==> src/rtl/vmask_pkg.sv <==
// Shared types and helpers for the vmask_gen mask-stream generator.
package vmask_pkg;

  typedef enum logic {
    VMG_IDLE = 1'b0,
    VMG_RUN  = 1'b1
  } vmg_state_e;

  // Beat-index width: enough to hold ceil((2^cnt_w - 1) / 2^dw_bits) plus one
  // spare bit so the index one past the last beat still fits.
  function automatic int beat_idx_w(input int cnt_w, input int dw_bits);
    return cnt_w - dw_bits + 1;
  endfunction

endpackage

==> src/rtl/vmask_therm.sv <==
// Thermometer encoder: input n in [0, DATA_WIDTH] -> low n bits set.
module vmask_therm #(
  parameter int DATA_WIDTH      = 64,
  parameter int DATA_WIDTH_BITS = 6
) (
  input  logic [DATA_WIDTH_BITS:0] i_n,
  output logic [DATA_WIDTH-1:0]    o_therm
);

  // Bit i is set when i lies below the bound.
  always_comb begin
    o_therm = '0;
    for (int i = 0; i < DATA_WIDTH; i++) begin
      o_therm[i] = ((DATA_WIDTH_BITS + 1)'(i) < i_n);
    end
  end

endmodule

==> src/rtl/vmask_gen.sv <==
// vmask_gen: turns an element count (and optional start index) into a stream
// of DATA_WIDTH-bit mask beats, one bit per element.
// Optional feature macro: VMASK_GEN_VSTART_EN adds the in_vstart port; without
// it every request starts at element 0.
//
//  state    | meaning
//  ---------+-----------------------------------------------------------
//  VMG_IDLE | no request held; in_ready high (outside reset)
//  VMG_RUN  | beats being emitted; leaves when the last beat is consumed
module vmask_gen
  import vmask_pkg::*;
#(
  parameter int DATA_WIDTH      = 64,
  parameter int DATA_WIDTH_BITS = 6,
  parameter int CNT_WIDTH       = 16
) (
  input  logic                     clk,
  input  logic                     rst,
  input  logic                     in_valid,
  output logic                     in_ready,
  input  logic [CNT_WIDTH-1:0]     in_count,
`ifdef VMASK_GEN_VSTART_EN
  input  logic [CNT_WIDTH-1:0]     in_vstart,
`endif
  output logic                     out_valid,
  input  logic                     out_ready,
  output logic [DATA_WIDTH-1:0]    out_mask,
  output logic                     out_last,
  output logic [DATA_WIDTH_BITS:0] out_pop
);

  localparam int BIDX_W = beat_idx_w(CNT_WIDTH, DATA_WIDTH_BITS);
  localparam int AW     = CNT_WIDTH + 1;
  localparam logic [AW-1:0]              DW_A = AW'(DATA_WIDTH);
  localparam logic [DATA_WIDTH_BITS:0]   DW_N = (DATA_WIDTH_BITS + 1)'(DATA_WIDTH);

  vmg_state_e r_state;
  vmg_state_e w_state_nxt;

  logic [AW-1:0]              r_count;
  logic [AW-1:0]              r_vstart;
  logic [BIDX_W-1:0]          r_beat;
  logic                       r_valid;
  logic                       r_last;
  logic [DATA_WIDTH-1:0]      r_mask;
  logic [DATA_WIDTH_BITS:0]   r_pop;

  logic                       w_accept;
  logic                       w_consume;
  logic                       w_advance;
  logic [AW-1:0]              w_vstart_in;
  logic [AW-1:0]              w_cnt_src;
  logic [AW-1:0]              w_vs_src;
  logic [BIDX_W-1:0]          w_beat_src;
  logic [AW-1:0]              w_base;
  logic [AW-1:0]              w_base_end;
  logic [DATA_WIDTH_BITS:0]   w_hi;
  logic [DATA_WIDTH_BITS:0]   w_lo;
  logic [DATA_WIDTH-1:0]      w_therm_hi;
  logic [DATA_WIDTH-1:0]      w_therm_lo;
  logic [DATA_WIDTH-1:0]      w_mask_nxt;
  logic [DATA_WIDTH_BITS:0]   w_pop_nxt;
  logic                       w_last_nxt;

`ifdef VMASK_GEN_VSTART_EN
  assign w_vstart_in = {1'b0, in_vstart};
`else
  assign w_vstart_in = '0;
`endif

  assign in_ready  = (r_state == VMG_IDLE) && !rst;
  assign w_accept  = in_valid && in_ready;
  assign w_consume = r_valid && out_ready;
  assign w_advance = w_consume && !r_last;

  // The next beat comes either from the request being accepted (beat 0) or
  // from the latched request (beat r_beat+1); only one can happen per cycle.
  assign w_cnt_src  = w_accept ? {1'b0, in_count} : r_count;
  assign w_vs_src   = w_accept ? w_vstart_in      : r_vstart;
  assign w_beat_src = w_accept ? '0               : r_beat + 1'b1;

  // Element range of the next beat in CNT_WIDTH+1 arithmetic so the top beat
  // of a maximal count does not wrap.
  assign w_base     = {w_beat_src, DATA_WIDTH_BITS'(0)};
  assign w_base_end = w_base + DW_A;

  // Clamp the count and vstart bounds into the beat-local range [0, DATA_WIDTH].
  always_comb begin
    w_hi = '0;
    w_lo = '0;
    if (w_cnt_src >= w_base_end)   w_hi = DW_N;
    else if (w_cnt_src > w_base)   w_hi = (DATA_WIDTH_BITS + 1)'(w_cnt_src - w_base);
    if (w_vs_src >= w_base_end)    w_lo = DW_N;
    else if (w_vs_src > w_base)    w_lo = (DATA_WIDTH_BITS + 1)'(w_vs_src - w_base);
  end

  vmask_therm #(
    .DATA_WIDTH      (DATA_WIDTH),
    .DATA_WIDTH_BITS (DATA_WIDTH_BITS)
  ) u_therm_hi (
    .i_n     (w_hi),
    .o_therm (w_therm_hi)
  );

  vmask_therm #(
    .DATA_WIDTH      (DATA_WIDTH),
    .DATA_WIDTH_BITS (DATA_WIDTH_BITS)
  ) u_therm_lo (
    .i_n     (w_lo),
    .o_therm (w_therm_lo)
  );

  assign w_mask_nxt = w_therm_hi & ~w_therm_lo;

  // An empty range (count 0 or vstart past count) collapses to one zero beat.
  assign w_last_nxt = (w_cnt_src == '0) || (w_vs_src >= w_cnt_src) ||
                      (w_base_end >= w_cnt_src);

  // Popcount of the next mask, registered alongside it.
  always_comb begin
    w_pop_nxt = '0;
    for (int i = 0; i < DATA_WIDTH; i++) begin
      w_pop_nxt = w_pop_nxt + (DATA_WIDTH_BITS + 1)'(w_mask_nxt[i]);
    end
  end

  // State register.
  always_ff @(posedge clk) begin
    if (rst) r_state <= VMG_IDLE;
    else     r_state <= w_state_nxt;
  end

  // Next-state logic.
  always_comb begin
    w_state_nxt = r_state;
    case (r_state)
      VMG_IDLE: if (w_accept)            w_state_nxt = VMG_RUN;
      VMG_RUN:  if (w_consume && r_last) w_state_nxt = VMG_IDLE;
      default:                           w_state_nxt = VMG_IDLE;
    endcase
  end

  // Request latch, beat counter and registered beat outputs.
  always_ff @(posedge clk) begin
    if (rst) begin
      r_count  <= '0;
      r_vstart <= '0;
      r_beat   <= '0;
      r_valid  <= 1'b0;
      r_last   <= 1'b0;
      r_mask   <= '0;
      r_pop    <= '0;
    end else if (w_accept) begin
      r_count  <= w_cnt_src;
      r_vstart <= w_vs_src;
      r_beat   <= '0;
      r_valid  <= 1'b1;
      r_last   <= w_last_nxt;
      r_mask   <= w_mask_nxt;
      r_pop    <= w_pop_nxt;
    end else if (w_advance) begin
      r_beat   <= w_beat_src;
      r_last   <= w_last_nxt;
      r_mask   <= w_mask_nxt;
      r_pop    <= w_pop_nxt;
    end else if (w_consume) begin
      r_valid  <= 1'b0;
      r_last   <= 1'b0;
      r_mask   <= '0;
      r_pop    <= '0;
    end
  end

  assign out_valid = r_valid;
  assign out_mask  = r_mask;
  assign out_last  = r_last;
  assign out_pop   = r_pop;

endmodule

==> config.mk <==
export PLATFORM = sky130hd
export DESIGN_NAME = vmask_gen
export DESIGN_NICKNAME = d
export VERILOG_FILES = /design/src/rtl/vmask_pkg.sv /design/src/rtl/vmask_therm.sv /design/src/rtl/vmask_gen.sv
export SDC_FILE = /design/constraint.sdc
export NUM_CORES = 1
export LEC_CHECK = 0
export ABC_AREA = 1
export BUFFER_PORTS_ARGS = -buffer_cell sky130_fd_sc_hd__buf_2
export CORE_ASPECT_RATIO = 1.4
export CORE_UTILIZATION = 30
export DETAILED_ROUTE_END_ITERATION = 10
export SYNTH_ARGS = -nofsm -noshare
export SYNTH_HDL_FRONTEND = slang
export SYNTH_SLANG_ARGS = --single-unit
export TNS_END_PERCENT = 100
==> constraint.sdc <==
create_clock -name clk -period 11.45 [get_ports clk]
set_input_delay 2.8625 -clock clk [delete_from_list [all_inputs] [get_ports clk]]
set_output_delay 2.8625 -clock clk [all_outputs]
set_load 0.005 [all_outputs]
## Yosys cells after proc, flatten, opt, wreduce, memory -nomap -nowiden

Cells that the tools add are included.

- Register bits: 119
- Input port bits: 20
- Output and inout port bits: 74

- Mux-type cells: 21
- Equal/unequal tests: 1
- Add/subtract/negate cells: 67
- Bitwise operators: 3
- Order comparisons: 134
- Reduce and logical (&&, ||, !) cells: 14

Operator list:

| operator | count |
|---|---|
| 6-bit by 7-bit < comparator with 1-bit output, first input constant | 64 |
| 7-bit by 1-bit adder with 7-bit output | 57 |
| 5-bit by 7-bit < comparator with 1-bit output, first input constant | 32 |
| 64-bit two-way mux | 3 |
| 4-bit by 7-bit < comparator with 1-bit output, first input constant | 16 |
| 17-bit >= comparator | 4 |
| 64-bit bitwise AND | 1 |
| 64-bit NOT | 1 |
| 3-bit by 7-bit < comparator with 1-bit output, first input constant | 8 |
| 7-bit two-way mux | 7 |
| 17-bit > comparator | 2 |
| 17-bit two-way mux | 2 |
| 1-bit by 7-bit < comparator with 1-bit output, first input constant | 4 |
| 2-bit by 7-bit < comparator with 1-bit output, first input constant | 4 |
| 17-bit by 7-bit adder with 17-bit output, second input constant | 1 |
| 17-bit zero test | 1 |
| 7-bit subtractor | 2 |
| 11-bit by 1-bit adder with 11-bit output, second input constant | 1 |
| 11-bit two-way mux | 1 |
| 6-bit by 1-bit adder with 7-bit output | 1 |
| 1-bit two-way mux | 7 |
| 5-bit by 1-bit adder with 6-bit output | 1 |
| 4-bit by 1-bit adder with 5-bit output | 1 |
| 1-bit logical AND | 5 |
| 12 further kinds | 14 |

## Longest topological paths before layout

Gate-level depths: netlist of run 1.

- Depth after elaboration: 75
- Mapped depth: 57
- Depth with buffers taken out: 54

## Hierarchy

From an unflattened synthesis of run 1, not the netlist that was laid out.

- Cells, all modules: 1,476
- Area, all modules: 9,736.8 µm²

By module, submodules not included:

| module | cells an instance | area an instance (µm²) | sequential area each (µm²) | times used |
|---|---|---|---|---|
| vmask_gen | 1,209 | 8,545.7 | 2,382.3 | 1 |
| vmask_therm (u_therm_hi) | 139 | 604.3 | 0.0 | 1 |
| vmask_therm (u_therm_lo) | 128 | 586.8 | 0.0 | 1 |

## Worst setup path after synthesis of run 1

No wires, ideal clock.

- Path kind: input-to-reg
- Start point: input rst
- End point: register r_pop[5], in the netlist out_pop[5]
- Data arrival time: 11,851 ps
- Setup time: 70 ps
- Setup slack: -472 ps
- Path buffers: 3
- Stages: 51
- Path through: nor2_4 > nand2_2 > inv_2 > buf_4 > clkbuf_1 > buf_2 > nor2_1 > ha_1 > nand3_1 > nor2_1 > nand3_1 > nor2_1 > inv_1 > nor2_1 > inv_1 > or3_1 > nand2_1 > inv_1 > (+15 left out) > inv_1 > fa_1 > inv_1 > fa_1 > fa_1 > fa_1 > inv_1 > fa_1 > inv_1 > ha_1 > nand2_1 > nor2_1 > a211oi_1 > o21bai_1 > a21oi_1 > xor2_1 > o21ai_0 > a21oi_1

- Cells in the longest elaborated chain, start to end: 75
- Elaborated cells between the ends (all ways): 213
- Classes of those cells: 66 x add/sub; 132 x order compare; 9 x mux; 2 x bitwise; 4 x reduce/logical

RTL lines:

| element | line | text |
|---|---|---|
| start, declared | vmask_gen.sv:18 | `input logic rst,` |
| 1-bit zero test * | vmask_gen.sv:71 | `assign in_ready = (r_state == VMG_IDLE) && !rst;` |
| 1-bit logical AND * | vmask_gen.sv:71 |  |
| 1-bit logical AND * | vmask_gen.sv:72 | `assign w_accept = in_valid && in_ready;` |
| 11-bit two-way mux * | vmask_gen.sv:80 | `assign w_beat_src = w_accept ? '0 : r_beat + 1'b1;` |
| named net w_beat_src[1] | vmask_gen.sv:54 | `logic [BIDX_W-1:0] w_beat_src;` |
| 17-bit by 7-bit adder with 17-bit output / 17-bit > comparator (equally long branches) | vmask_gen.sv:85, vmask_gen.sv:94 |  |
| 17-bit >= comparator / 7-bit two-way mux (equally long branches) | vmask_gen.sv:93, vmask_gen.sv:94 |  |
| 7-bit two-way mux | vmask_gen.sv:93 | `if (w_vs_src >= w_base_end) w_lo = DW_N;` |
| (+5 left out) | -- |  |
| 3-bit by 1-bit adder with 4-bit output | vmask_gen.sv:123 | `w_pop_nxt = w_pop_nxt + (DATA_WIDTH_BITS + 1)'(w_mask_nxt[i]);` |
| 4-bit by 1-bit adder with 5-bit output | vmask_gen.sv:123 |  |
| 5-bit by 1-bit adder with 6-bit output | vmask_gen.sv:123 |  |
| 6-bit by 1-bit adder with 7-bit output | vmask_gen.sv:123 |  |
| 7-bit by 1-bit adder with 7-bit output (56 in series) | vmask_gen.sv:123 |  |
| 7-bit by 1-bit adder with 7-bit output * | vmask_gen.sv:123 |  |
| 7-bit two-way mux | vmask_gen.sv:161 | `end else if (w_advance) begin` |
| 7-bit two-way mux * | vmask_gen.sv:153 | `end else if (w_accept) begin` |
| end signal, assigned | vmask_gen.sv:160 | `r_pop <= w_pop_nxt;` |
| end signal, assigned | vmask_gen.sv:165 | `r_pop <= w_pop_nxt;` |
| end, declared | vmask_gen.sv:46 | `logic [DATA_WIDTH_BITS:0] r_pop;` |

The timed path passes the listed nets; every way through them passes the cells marked *.
A chain may end at the register's enable or synchronous reset.

## Final worst setup path of run 1

- Start point: input rst
- End point: register r_pop[4], in the netlist out_pop[4]

The elaborated chain is that of the path after synthesis.

==> flow_summary.ini, run 1 <==
[critical_path]
r2r_setup_slack_ps = 1940
slowest_delay_ps = 570
arrival_ps = 11830
cp_data_required_time_ps = 11750
cpMaxStageDelayCell = fa_2
crit_path_start_kind = input port
crit_type = in -> reg
endpoint_kind = flip-flop
crit_fanout = 5

[drt]
drtAntennaViolNets = 0
dr_total_vias = 10100
drt_wl_total_um = 33700
firstDrtPassIters = 5
wl_per_cell_um = 16.1
drcViolationCount = 0
drt_iter0_drc = 465
viasPerCell = 4.82

[sta]
slew_headroom_pct = 49.3
fin_ws_ps = -83.5
max_freq_mhz = 86.7
finalClockSkew_ps = 12.0
timing.final.crit_period_ps = 11530
hold_ws_ps = 436
post-route-period-util_pct = 101
hold_viol_final = 0
rsz0062_at_grt = true
worst_pin_slew_ps = 760
finalMaxSlewViolations = 0
setup-violations-final = 2

[worst_hold_path]
holdCritPathClass = reg -> reg

[placement]
dpl_cell_area_um2 = 12200
hpwl_um = 27300
gp_congestion = 0.985
dp_slack_ps = -1010
port_buffers = 93

[die]
coreArea_um2 = 31500
ioPinCount = 94
dieArea_um2 = 32700
initial_core_util_pct = 30.4
die_h_um = 213
die_x_um = 153
std_cell_rows = 77

[synth]
synthFlopType = dfxtp_1
synth.distinct_cells = 44
ys_seq_area_share_pct = 24.9
synth_edf_count = 0
synthArstFlopShare_pct = 0
yosys_warnings = 0
synth_area_per_cell_um2 = 6.97
synth_nets = 1526
synth_area_um2 = 9580
postSynthCellCount = 1374
ys_seq_elements = 119

[layout]
finalInstanceArea_um2 = 13300
area_growth_pct = 38.5
layout_commonest_cell = nand2_1
fin_nets = 1842
diodes = 0
drive_gt1_share_pct = 30.9
mostFrequentLayoutCells = nand2_1, buf_4, inv_1, dfxtp_1, a21oi_1

[global_routing]
antenna_found_initial = 0
grtUsageTotal_pct = 21.0
grt_pass1_wl_um = 52100
grt_pass1_vias = 9879
grt_max_degree = 73
gr-total-overflow = 0

[flow_run]
cap_viol_max_count = 0

[clock_tree]
clock_path_buffers = 2
clkTransAtPathRegs_ps = 60
cts_inserted_buffers = 17
cts_sinks = 119
htreeDepth = 4
cts_tree = done
clk_latency_ps = 440
cts-root-buf = clkbuf_16

[run_status]
violations = negative setup slack
outcome = complete, but fails checks
[state kept, by name (all words and copies together), names as in the netlist]
name	flops
r_beat	11
out_valid	1
r_state	1
r_vstart	17
out_last	1
r_count	17
out_mask	64
out_pop	7
[kinds of logic after synthesis]
group / share of synthesized area (%)
AND/OR/NAND/NOR: 33.5
adder cells (fa/ha/maj): 21.4
AO/OA/AOI/OAI: 9.39
buffers and inverters: 9.87
multiplexers: 0.104
flip-flops: 24.9
XOR/XNOR: 0.914
[cell type report]
cell class | instances | area [µm²]
inverter | 196 | 757
clock inverter | 13 | 145
fill | 3245 | 18200
clock buffer | 19 | 453
tap | 395 | 494
multi-input combinational | 1017 | 6660
sequential | 119 | 2380
timing repair buffer | 339 | 2380
[timing repair]
item                       4_1_cts  5_1_grt
setup endpoints to repair        6        6
buffers inserted                 5       19
hold buffers                     0        0
pin swaps                       12       40
gates resized for setup         11       84
hold endpoints to repair         0        0
[path summary, 6_finish.rpt]
check / start / end / cells after the start
min: r_vstart[8] / r_vstart[8] / 2
min reg2reg: r_vstart[8] / r_vstart[8] / 2
max: rst / out_pop[4] / 50
max reg2reg: r_state / out_pop[4] / 49
[cell usage after synthesis (8+ instances only)]
| master | number | area [µm²] |
|---|---|---|
| nor2_2 | 11 | 68.8 |
| nand2_1 | 337 | 1260 |
| or2_2 | 8 | 50.1 |
| o21ai_0 | 29 | 145 |
| nor3_1 | 10 | 50.1 |
| nand3_1 | 96 | 480 |
| inv_2 | 15 | 56.3 |
| nand4_1 | 53 | 332 |
| ha_1 | 79 | 988 |
| nor2_1 | 135 | 507 |
| dfxtp_1 | 119 | 2380 |
| clkbuf_1 | 22 | 82.6 |
| inv_1 | 180 | 676 |
| a21oi_1 | 120 | 601 |
| nand3b_1 | 9 | 67.6 |
| fa_1 | 53 | 1060 |
| nand2_2 | 20 | 125 |
[worst max-delay path: cells and delay by family]
family,cells,cell delay (ps)
fa+ha+maj,12,4940
compound gates,3,290
buf+inv,13,1040
simple gates,22,2670
[layer usage]
metal | wire, µm | global-route usage, % | vias up
li1 | - | - | 5055
met1 | 12800 | 21.7 | 4709
met2 | 17900 | 40.7 | 254
met3 | 1190 | 2.97 | 88
met4 | 1820 | 11.1 | 0
met5 | 0 | 0 | -
[stage by stage]
| step | utilization (%) | setup TNS [ps] | instances |
|---|---|---|---|
| after floorplan | - | -103 | 1374 |
| after global placement | 38.6 | -4980 | 2042 |
| after detailed placement | 38.6 | -5400 | 2042 |
| after CTS | 40.8 | -20.5 | 2079 |
| after global routing | 42.1 | -2290 | 2098 |
| final | 42.1 | -142 | 2098 |
Power of run 1 is not shown: default switching activity piles up to over one toggle a cycle in this logic, so the estimate is an artifact.
==> run 2: changes to the inputs <==
==> constraint.sdc (replaced) <==
create_clock -name clk -period 11.45 [get_ports clk]
set_input_delay 0.5725 -clock clk [delete_from_list [all_inputs] [get_ports clk]]
set_output_delay 0.5725 -clock clk [all_outputs]
set_load 0.005 [all_outputs]
==> flow_summary.ini, run 2 (synthesis gave the netlist of run 1 again) <==
[global_routing]
grt_pass1_vias = 9102
antenna_found_initial = 1
grt_max_degree = 95
gr-total-overflow = 0
grt_pass1_wl_um = 50700
grtUsageTotal_pct = 20.8

[drt]
viasPerCell = 4.97
firstDrtPassIters = 8
drt_iter0_drc = 562
drt_wl_total_um = 33000
drtAntennaViolNets = 0
wl_per_cell_um = 17.7
drcViolationCount = 0
dr_total_vias = 9273

[critical_path]
crit_path_start_kind = flip-flop
r2r_setup_slack_ps = 1170
cp_common_cell = inv_1
arrival_ps = 10630
r2r_cells = 50
crit_buf_inv = 10
cp_data_required_time_ps = 11800
crit_fanout = 30
crit_type = reg -> reg
endpoint_kind = flip-flop
reg2reg_from = r_state
cpMaxStageDelayCell = fa_1
cp_top_family = adder cells
reg2reg_to = out_pop[5]
slowest_delay_ps = 590

[die]
initial_core_util_pct = 30.4
dieArea_um2 = 32700
coreArea_um2 = 31500
std_cell_rows = 77
die_x_um = 153
die_h_um = 213
ioPinCount = 94

[layout]
drive_gt1_share_pct = 14.6
fin_nets = 1607
largest_reg_flops = 64
mostFrequentLayoutCells = nand2_1, inv_1, nor2_1, a21oi_1, dfxtp_1
fill_cells = 3403
area_growth_pct = 15.7
layout_commonest_cell = nand2_1

[sta]
post-route-period-util_pct = 89.8
timing.final.crit_period_ps = 10280
finalClockSkew_ps = 12.1
max_freq_mhz = 97.3
hold_viol_final = 0
rsz0062_at_grt = false
worst_pin_slew_ps = 990
setup-violations-final = 0
slew_headroom_pct = 34.0
finalMaxSlewViolations = 0
fin_tns_setup_ps = 0

[clock_tree]
htreeDepth = 4
clk_latency_ps = 430
clkTransAtPathRegs_ps = 60
cts_sinks = 119
cts_tree = done
post_cts_buffers = 0
cts_resized = 0
cts-root-buf = clkbuf_16
clock_path_buffers = 2
hold_buffers = 0
cts_inserted_buffers = 17

[placement]
hpwl_um = 26600
gp_congestion = 1.02
port_buffers = 93

[worst_hold_path]
min_from = r_vstart[11]
holdCritPathClass = reg -> reg
hold_path_depth = 2
holdPathEnd = r_vstart[11]

[flow_run]
cap_viol_max_count = 0

[run_status]
outcome = finished, final reports clean
==> run 2: worst max-delay path by stage <==
stage,start,end,slack [ps],cells after the start
3_3_place_gp,rst,out_pop[5],1110,51
6_report,r_state,out_pop[5],1170,50
2_1_floorplan,rst,out_pop[5],1820,51
5_1_grt,r_state,out_pop[5],440,50
4_1_cts,r_state,out_pop[5],1260,50
3_5_place_dp,rst,out_pop[5],990,51
==> run 2: cell type report <==
cell class,instances,area (µm²),share of cell area [%]
Multi-Input combinational cell,1017,6260,56.5
Antenna cell,1,2.50,0.0226
Sequential cell,119,2380,21.5
Tap cell,395,494,4.46
Timing Repair Buffer,104,551,4.97
Inverter,196,738,6.66
Clock buffer,19,453,4.09
Clock inverter,13,201,1.82
==> run 2: metrics by stage <==
| stage | hold WS (ps) | area [µm²] | setup slack [ps] | cells | utilization [%] |
|---|---|---|---|---|---|
| 3_5_place_dp | 427 | 10400 | 990 | 1831 | 33.1 |
| 4_1_cts | 437 | 11100 | 1260 | 1863 | 35.2 |
| 3_3_place_gp | 425 | 10400 | 1110 | 1831 | 33.1 |
| 5_1_grt | 461 | 11100 | 442 | 1863 | 35.2 |
| 6_report | 437 | 11100 | 1170 | 1864 | 35.2 |
| 2_1_floorplan | 416 | 9580 | 1820 | 1374 | - |
==> run 2: worst reg2reg max path: cells and delay by family (launching register included) <==
kind / cells / cell delay, ps
DFF: 1 / 370
buffers and inverters: 10 / 980
and+or+nand+nor: 23 / 3340
xor gates and xnor gates: 1 / 160
adders and majority gates: 10 / 4450
AOI/OAI and AO/OA: 6 / 910
==> run 2: routing by layer <==
layer / routed length (µm) / up-vias / part of all wire (%) / track usage (%)
met5: 0 / - / 0 / 0
met4: 2360 / 0 / 7.1 / 15.8
met3: 1040 / 93 / 3.1 / 3.19
met2: 17300 / 262 / 52 / 38.5
met1: 12300 / 4324 / 37 / 21.2
li1: - / 4594 / - / -
Power of run 2 is left out for the same reason.
==> run 3: changes to the inputs <==
--- a/config.mk
+++ b/config.mk
@@ -6,10 +6,11 @@
 export NUM_CORES = 1
 export LEC_CHECK = 0
 export ABC_AREA = 1
-export BUFFER_PORTS_ARGS = -buffer_cell sky130_fd_sc_hd__buf_2
 export CORE_ASPECT_RATIO = 1.4
 export CORE_UTILIZATION = 30
 export DETAILED_ROUTE_END_ITERATION = 10
+export DONT_BUFFER_PORTS = 1
+export SKIP_LAST_GASP = 1
 export SYNTH_ARGS = -nofsm -noshare
 export SYNTH_HDL_FRONTEND = slang
 export SYNTH_SLANG_ARGS = --single-unit
==> flow_summary.ini, run 3 (synthesis gave the netlist of run 1 again) <==
[sta]
worst_pin_slew_ps = 928
finalClockSkew_ps = 9.04
fin_tns_setup_ps = 0
slew_headroom_pct = 37.8
setup-violations-final = 0
timing.final.crit_period_ps = 10530
post-route-period-util_pct = 91.9
max_freq_mhz = 95.0
hold_viol_final = 0
rsz0062_at_grt = false
finalMaxSlewViolations = 0

[placement]
port_buffers = 0
hpwl_um = 26200
gp_congestion = 0.992

[critical_path]
cp_common_cell = inv_1
r2r_setup_slack_ps = 920
cp_data_required_time_ps = 11810
reg2reg_from = r_state
cp_top_family = adder cells
slowest_delay_ps = 590
crit_buf_inv = 10
cpMaxStageDelayCell = fa_1
reg2reg_to = out_pop[5]
arrival_ps = 10890
crit_type = reg -> reg
endpoint_kind = flip-flop
crit_fanout = 21
r2r_cells = 52
crit_path_start_kind = flip-flop

[clock_tree]
cts_sinks = 119
hold_buffers = 0
cts_resized = 0
post_cts_buffers = 0
cts-root-buf = clkbuf_16
clock_path_buffers = 2
clkTransAtPathRegs_ps = 50
cts_tree = done
cts_inserted_buffers = 17
htreeDepth = 4
clk_latency_ps = 430

[global_routing]
grt_pass1_wl_um = 50400
gr-total-overflow = 0
grt_max_degree = 96
antenna_found_initial = 0
grt_pass1_vias = 8866
grtUsageTotal_pct = 20.7

[layout]
area_growth_pct = 10.0
mostFrequentLayoutCells = nand2_1, inv_1, nor2_1, a21oi_1, dfxtp_1
largest_reg_flops = 64
drive_gt1_share_pct = 8.32
fin_nets = 1511
layout_commonest_cell = nand2_1
diodes = 0

[die]
die_h_um = 213
die_x_um = 153
initial_core_util_pct = 30.4
coreArea_um2 = 31500
dieArea_um2 = 32700
ioPinCount = 94
std_cell_rows = 77

[flow_run]
cap_viol_max_count = 0

[drt]
viasPerCell = 5.04
drt_wl_total_um = 32800
routed.top_layer = met4
drt_iter0_drc = 549
route.met2.wl_um = 17100
wl_met1_um = 12100
wl_met3_um = 1180
firstDrtPassIters = 5
drcViolationCount = 0
drtAntennaViolNets = 0
dr_total_vias = 8894
wl_per_cell_um = 18.6

[worst_hold_path]
hold_path_depth = 1
holdPathEnd = r_state
min_from = rst
holdCritPathClass = in -> reg

[run_status]
outcome = finished, final reports clean
-- run 3: cell count changes in the layout (fill, tap and decap cells not counted), sizes merged --
cell | before | now
clkinvlp | 3 | 2
clkinv | 5 | 3
diode | 1 | 0
buf | 104 | 8
clkbuf | 19 | 22
bufinv | 5 | 4
-- run 3: worst max-delay path by stage --
stage	startpoint	slack (ps)	depth (start not counted)	endpoint
2_1_floorplan	rst	1820	51	out_pop[5]
3_3_place_gp	rst	900	50	out_pop[5]
3_5_place_dp	rst	800	52	out_pop[5]
4_1_cts	r_state	960	52	out_pop[5]
5_1_grt	r_state	90	52	out_pop[5]
6_report	r_state	920	52	out_pop[5]
-- run 3: per-layer routing --
| layer | global-route usage (%) | up-vias |
|---|---|---|
| li1 | - | 4398 |
| met1 | 20.6 | 4148 |
| met2 | 38.7 | 260 |
| met3 | 3.13 | 88 |
| met4 | 15.7 | 0 |
| met5 | 0 | - |
-- run 3: stage by stage --
stage	hold slack, ps	utilization (%)	setup slack, ps	cell area, µm²	cells
floorplan	416	-	1820	9580	1374
global placement	428	31.5	900	9940	1735
detailed placement	430	31.5	802	9940	1735
CTS	194	33.5	964	10500	1766
global route	198	33.5	87.3	10500	1766
finish	229	33.5	923	10500	1766
-- run 3: area by class of cell --
| cell class | instances | area [µm²] |
|---|---|---|
| clock buffer | 22 | 454 |
| clock inverter | 9 | 150 |
| fill | 3389 | 21000 |
| inverter | 196 | 738 |
| multi-input combinational | 1017 | 6260 |
| sequential | 119 | 2380 |
| tap | 395 | 494 |
| timing repair buffer | 8 | 60.1 |
Power of run 3 is left out for the same reason.
